==> config.mk <==
export PLATFORM = sky130hd
export DESIGN_NAME = mux_bus_arbiter_flat
export DESIGN_NICKNAME = d
export VERILOG_FILES = /design/src/rtl/mux_bus_arbiter_if.sv /design/src/rtl/mux_bus_arbiter.sv /design/src/flat_wrapper.sv
export SDC_FILE = /design/constraint.sdc
export NUM_CORES = 1
export LEC_CHECK = 0
export ABC_CLOCK_PERIOD_IN_PS = 1800
export BUFFER_PORTS_ARGS = -buffer_cell sky130_fd_sc_hd__buf_2
export CORE_MARGIN = 2
export CORE_UTILIZATION = 49
export DETAILED_ROUTE_END_ITERATION = 10
export MAX_ROUTING_LAYER = met4
export PLACE_DENSITY_LB_ADDON = 0.2
export REMOVE_ABC_BUFFERS = 1
export SYNTH_ARGS = -nofsm -noshare
export SYNTH_HDL_FRONTEND = slang
export SYNTH_SLANG_ARGS = --single-unit
export TNS_END_PERCENT = 30
==> constraint.sdc <==
create_clock -name clk -period 1.8 [get_ports clk]
set_input_delay 0.09 -clock clk [delete_from_list [all_inputs] [get_ports clk]]
set_output_delay 0.09 -clock clk [all_outputs]
set_load 0.02 [all_outputs]
==> src/rtl/mux_bus_arbiter_if.sv <==
// Bus bundle between the two requesters and the shared 2:1 mux arbiter.
// The arbiter connects through the slave modport, the requester side through master.
interface mux_bus_arbiter_if #(
    parameter int BLOCKS = 4,
    parameter int HOLD_W = 4
);
    logic              req_a;
    logic              req_b;
    logic [BLOCKS-1:0] A;
    logic [BLOCKS-1:0] B;
    logic              gnt_a;
    logic              gnt_b;
    logic              Select;
    logic              Enable_bar;
    logic [HOLD_W-1:0] hold_count;
    logic [BLOCKS-1:0] Y_mon;

    modport master (
        output req_a, req_b, A, B,
        input  gnt_a, gnt_b, Select, Enable_bar, hold_count, Y_mon
    );

    modport slave (
        input  req_a, req_b, A, B,
        output gnt_a, gnt_b, Select, Enable_bar, hold_count, Y_mon
    );
endinterface

==> src/rtl/mux_bus_arbiter.sv <==
// Arbiter for one shared 74157-style 2:1 mux between requesters A and B.
// Round-robin on ties, optional hold-time preemption, and a dead window with
// the mux disabled between owners so the two sources never overlap.
module mux_bus_arbiter #(
    parameter int BLOCKS      = 4,
    parameter int HOLD_MAX    = 8,
    parameter int TURN_CYCLES = 1,
    parameter int HOLD_W      = $clog2(HOLD_MAX + 2)
) (
    input  logic              clk,
    input  logic              reset_bar,
    mux_bus_arbiter_if.slave  bus
);
    localparam int  TC_W     = (TURN_CYCLES > 1) ? $clog2(TURN_CYCLES) : 1;
    localparam bit  PREEMPT  = (HOLD_MAX != 0);
    // With preemption off the limit is never used; keep it a legal non-zero value.
    localparam int  HOLD_LIM = PREEMPT ? HOLD_MAX : 1;
    localparam int  HOLD_SAT = HOLD_MAX + 1;

    typedef enum logic [1:0] {IDLE, GNT_A, GNT_B, TURN} state_t;

    state_t            state_q, state_n;
    logic              gnt_a_q, gnt_a_n;
    logic              gnt_b_q, gnt_b_n;
    logic              sel_q, sel_n;
    logic              enb_q, enb_n;
    logic [HOLD_W-1:0] hold_q, hold_n;
    logic              last_b_q, last_b_n;   // 1: B owned the bus last
    logic [TC_W-1:0]   turn_q, turn_n;       // TURN cycles still to go after this one

    logic              do_arb, go_turn;
    logic              pick_a, pick_b;
    logic              hold_done;

    // Registered state and outputs; reset drops any grant immediately.
    always_ff @(posedge clk) begin
        if (!reset_bar) begin
            state_q  <= IDLE;
            gnt_a_q  <= 1'b0;
            gnt_b_q  <= 1'b0;
            sel_q    <= 1'b0;
            enb_q    <= 1'b1;
            hold_q   <= '0;
            last_b_q <= 1'b1;
            turn_q   <= '0;
        end else begin
            state_q  <= state_n;
            gnt_a_q  <= gnt_a_n;
            gnt_b_q  <= gnt_b_n;
            sel_q    <= sel_n;
            enb_q    <= enb_n;
            hold_q   <= hold_n;
            last_b_q <= last_b_n;
            turn_q   <= turn_n;
        end
    end

    // Next state: hold/release the current owner, then arbitrate when free.
    always_comb begin
        state_n  = state_q;
        gnt_a_n  = gnt_a_q;
        gnt_b_n  = gnt_b_q;
        sel_n    = sel_q;
        enb_n    = enb_q;
        hold_n   = hold_q;
        last_b_n = last_b_q;
        turn_n   = turn_q;
        go_turn  = 1'b0;

        hold_done = PREEMPT && (hold_q >= HOLD_W'(HOLD_LIM));
        // Tie goes to whoever did not own the bus last.
        pick_a = bus.req_a && (!bus.req_b || last_b_q);
        pick_b = bus.req_b && (!bus.req_a || !last_b_q);
        do_arb = (state_q == IDLE) || ((state_q == TURN) && (turn_q == '0));

        case (state_q)
            GNT_A: begin
                if (!bus.req_a || (hold_done && bus.req_b))
                    go_turn = 1'b1;
                else if (hold_q != HOLD_W'(HOLD_SAT))
                    hold_n = hold_q + 1'b1;
            end
            GNT_B: begin
                if (!bus.req_b || (hold_done && bus.req_a))
                    go_turn = 1'b1;
                else if (hold_q != HOLD_W'(HOLD_SAT))
                    hold_n = hold_q + 1'b1;
            end
            TURN: begin
                if (turn_q != '0)
                    turn_n = turn_q - 1'b1;
            end
            default: ;
        endcase

        // Select is left alone here so it only moves while the mux is disabled.
        if (go_turn) begin
            state_n = TURN;
            gnt_a_n = 1'b0;
            gnt_b_n = 1'b0;
            enb_n   = 1'b1;
            hold_n  = '0;
            turn_n  = TC_W'(TURN_CYCLES - 1);
        end

        if (do_arb) begin
            if (pick_a) begin
                state_n  = GNT_A;
                gnt_a_n  = 1'b1;
                gnt_b_n  = 1'b0;
                sel_n    = 1'b0;
                enb_n    = 1'b0;
                hold_n   = HOLD_W'(1);
                last_b_n = 1'b0;
            end else if (pick_b) begin
                state_n  = GNT_B;
                gnt_a_n  = 1'b0;
                gnt_b_n  = 1'b1;
                sel_n    = 1'b1;
                enb_n    = 1'b0;
                hold_n   = HOLD_W'(1);
                last_b_n = 1'b1;
            end else begin
                state_n  = IDLE;
            end
        end
    end

    assign bus.gnt_a      = gnt_a_q;
    assign bus.gnt_b      = gnt_b_q;
    assign bus.Select     = sel_q;
    assign bus.Enable_bar = enb_q;
    assign bus.hold_count = hold_q;
    assign bus.Y_mon      = enb_q ? '0 : (sel_q ? bus.B : bus.A);
endmodule
==> src/flat_wrapper.sv <==
// flat-port wrapper written by rule: the top's interface ports become plain ports
module mux_bus_arbiter_flat 
#(
    parameter int BLOCKS      = 4,
    parameter int HOLD_MAX    = 8,
    parameter int TURN_CYCLES = 1,
    parameter int HOLD_W      = $clog2(HOLD_MAX + 2)
)
  (clk, reset_bar, bus_req_a, bus_req_b, bus_A, bus_B, bus_gnt_a, bus_gnt_b, bus_Select, bus_Enable_bar, bus_hold_count, bus_Y_mon);
  mux_bus_arbiter_if #(.BLOCKS(BLOCKS), .HOLD_W(HOLD_W)) bus_i ();
  input  logic clk;
  input  logic reset_bar;
  input wire logic [$bits(bus_i.req_a)-1:0] bus_req_a;
  input wire logic [$bits(bus_i.req_b)-1:0] bus_req_b;
  input wire logic [$bits(bus_i.A)-1:0] bus_A;
  input wire logic [$bits(bus_i.B)-1:0] bus_B;
  output wire logic [$bits(bus_i.gnt_a)-1:0] bus_gnt_a;
  output wire logic [$bits(bus_i.gnt_b)-1:0] bus_gnt_b;
  output wire logic [$bits(bus_i.Select)-1:0] bus_Select;
  output wire logic [$bits(bus_i.Enable_bar)-1:0] bus_Enable_bar;
  output wire logic [$bits(bus_i.hold_count)-1:0] bus_hold_count;
  output wire logic [$bits(bus_i.Y_mon)-1:0] bus_Y_mon;
  assign bus_i.req_a = bus_req_a;
  assign bus_i.req_b = bus_req_b;
  assign bus_i.A = bus_A;
  assign bus_i.B = bus_B;
  assign bus_gnt_a = bus_i.gnt_a;
  assign bus_gnt_b = bus_i.gnt_b;
  assign bus_Select = bus_i.Select;
  assign bus_Enable_bar = bus_i.Enable_bar;
  assign bus_hold_count = bus_i.hold_count;
  assign bus_Y_mon = bus_i.Y_mon;
  mux_bus_arbiter #(.BLOCKS(BLOCKS), .HOLD_MAX(HOLD_MAX), .TURN_CYCLES(TURN_CYCLES), .HOLD_W(HOLD_W)) u_core (.clk(clk), .reset_bar(reset_bar), .bus(bus_i));
endmodule
==> results by group <==
Clock tree
  – Sink Count: 11
  – Root Driver: clkbuf_4
  – CTS Buf Count: 3
  – Clock transition at path regs: roughly 0.08 ns
  – CTS resizes: 0
  – Htree depth: 1
  – CTS tree: yes
  – Max Buffers Root-to-Sink: 2
  – Later-pin clock latency in the skew report: 0.27 ns

Finish
  – Diodes inserted: 0
  – Fill cells: 132
  – Area occupied by multi-input gates: 510 µm²
  – Post-Layout Cell Count: 142
  – Final #Nets: approximately 140
  – Layout area overhead: 21.0%
  – Most frequent cells in the layout: buf_2 (23), dfxtp_1 (11), nor2_1 (9), inv_1 (8)
  – Design Area, Final: approximately 970 µm²
  – Most common cell after layout, fill and taps aside: buf_2
  – FF/Latch Area: between 200 and 250 µm²
  – Share of post-route cells with drive strength above 1: 28.6%

Logic synthesis
  – Yosys warning count: 0
  – Top cells by area, synth: dfxtp_1 (27%), ha_1 (7.8%), mux2i_1 (5.0%), a21oi_1 (4.3%), nor2_1 (4.2%)
  – Distinct cells, synth: 40
  – Synth top area share: a little over a quarter
  – Sequential share of the synthesized area: between 20 and 30%
  – FF+latch count, synth: 11
  – Synth Flop Type: dfxtp_1
  – Syn Area/Cell: 8.14 µm²
  – Post-synth ARST share: 0%
  – Post-Synthesis Cells: 99
  – Post-synth EDFFs: 0
  – Syn Std Cell Area: approximately 810 µm²
  – Synth area leader: dfxtp_1

Power
  – Sequential Power Share: between 20 and 30%
  – Power share of the combinational group: 59.0%
  – Pint: between 700 and 800 µW
  – Max VDD drop: 0.000769 V
  – Final Total Pwr: 1410 µW
  – Clock share of power: 12.6%
  – Sw Ratio: 46.4%
  – Pwr Density: 1440 nW/µm²
  – Switching power total: 653 µW
  – Leakage: between 0.0004 and 0.0005 µW

Drt
  – DR vias: 836
  – WL final: 1910 µm
  – Drt wl/cell: 13.5 µm
  – Pre-antenna DRT Iters: 4
  – DR DRC count: 0
  – Detailed Route Iter0 Violations: 11
  – Vias per std cell: 5.89
  – Detail Route Antenna Nets: 0

Floorplan
  – Die Area: 1980 µm²
  – Initial core utilization: 52.9%
  – Die Wd: 44.6 µm
  – Io pins: 24
  – Core area: 1520 µm²
  – Die H: 44.6 µm
  – FP Rows: 14

GRT
  – Vias in the first global route: 747
  – First-pass GRT wire length: 3150 µm
  – Total grt overflow: 0
  – Largest net degree at the start of global routing: 12
  – Initial antenna violation count: 0
  – Overall Global Routing Usage: about 22%

STA
  – Crit path time final: 1.72 ns
  – Setup TNS: 0 ns
  – Fin Clk Skew: around 0.0080 ns
  – Finish-stage setup viols: 0
  – Worst slew margin: 78.8%
  – RSZ-0062 raised after global routing: no
  – Worst Tran Pin Value: 0.318 ns
  – Fmax: 582 MHz
  – Pins Over Slew Limit: 0
  – Final Hold Viols: 0
  – Tcrit/Tclk final: 95.4%

Setup path
  – Crit Path Category: reg -> reg
  – Setup crit start kind: flop
  – Worst Path Required: 1.96 ns
  – CP Max Fanout: 6
  – CP endpoint kind: flop
  – Worst endpoint data arrival time: 1.88 ns

Status
  – Run status: finished clean

Place
  – Placed Area: 941 µm²
  – Placed cells: 137
  – DP HPWL: 1430 µm
  – Routability congestion estimate from global placement: 0.873
  – Port Buf Inserts: 23

Worst hold path
  – Hold Crit Class: in -> reg

Flow run
  – Max Cap Viol: 0
layer usage:
metal | vias to the layer above | routed length [µm] | GRT usage, %
met1 | 386 | 887 | 28.5
met2 | 30 | 852 | 34.5
met5 | - | 0 | -
met3 | 4 | 133 | 2.45
li1 | 416 | - | -
met4 | 0 | 36 | 10.9
metrics by stage:
step	worst slack, ns	hold WS, ns	util, %
6_report	0.0830	0.104	64.0
5_1_grt	0.0000842	0.128	64.0
4_1_cts	0.0821	0.107	63.5
3_5_place_dp	0.0946	0.391	61.7
3_3_place_gp	0.142	0.383	61.7
2_1_floorplan	0.138	0.166	-
state kept, by name, indices dropped and copies added (netlist names):
register               flops
u_core.bus.hold_count      4
u_core.state_q             2
u_core.bus.Enable_bar      1
u_core.bus.Select          1
u_core.bus.gnt_a           1
u_core.bus.gnt_b           1
u_core.last_b_q            1
cells in the mapped netlist, types with 2 or more instances:
| cell type | n |
|---|---|
| a211oi_1 | 2 |
| a21oi_1 | 7 |
| buf_2 | 2 |
| buf_6 | 2 |
| clkbuf_1 | 2 |
| dfxtp_1 | 11 |
| ha_1 | 5 |
| inv_1 | 8 |
| mux2i_1 | 4 |
| nand2_1 | 7 |
| nor2_1 | 9 |
| nor2b_1 | 3 |
| nor3_1 | 2 |
| nor4b_1 | 2 |
| o211a_1 | 2 |
| o21a_1 | 3 |
| o21ai_0 | 4 |
| o31ai_1 | 2 |
critical path: stages, from the launching register on:
cell,delay (ns)
dfxtp_1,0.36
inv_1,0.05
ha_1,0.21
buf_4,0.16
nor2b_1,0.13
a221o_1,0.35
o311a_2,0.35
cells by family (layout without fill, tap and decap cells):
logic type | Yosys count | after routing | share of synthesized area (%)
buffers and inverters | 15 | 42 | 9.32
AOI/OAI and AO/OA | 33 | 33 | 30.6
muxes | 4 | 4 | 4.97
DFF | 11 | 11 | 27.3
adders and majority gates | 5 | 5 | 7.76
and+or+nand+nor | 31 | 31 | 20.0
timing repair:
| item | CTS | global route |
|---|---|---|
| buffers inserted | 0 | 1 |
| hold buffers | 0 | 0 |
| setup endpoints to repair | 0 | 1 |
power groups by stage:
stage	sequential [µW]	clock (µW)	combinational (µW)
floorplan	439	0	488
global placement	399	0	799
detailed placement	407	0	811
CTS	401	179	814
global route	413	189	927
finish	400	178	830
final cells by class:
class	count	share of cell area, %
multi-input combinational	73	52.4
tap	16	2.05
sequential	11	22.6
inverter	8	3.08
timing repair buffer	30	17.2
clock buffer	4	2.70
worst paths after layout:
kind                                        from                                to  slack [ns]  cells past startpoint
setup / recovery  u_core.state_q[0]$_SDFFE_PN0P_    u_core.state_q[0]$_SDFFE_PN0P_        0.08                      6
hold / removal                         reset_bar  u_core.bus.Enable_bar$_SDFF_PN1_        0.10                      2
setup reg to reg  u_core.state_q[0]$_SDFFE_PN0P_    u_core.state_q[0]$_SDFFE_PN0P_        0.08                      6
hold reg to reg     u_core.last_b_q$_SDFFE_PN1P_      u_core.last_b_q$_SDFFE_PN1P_        0.53                      2
(Power assumes the default switching activity.)
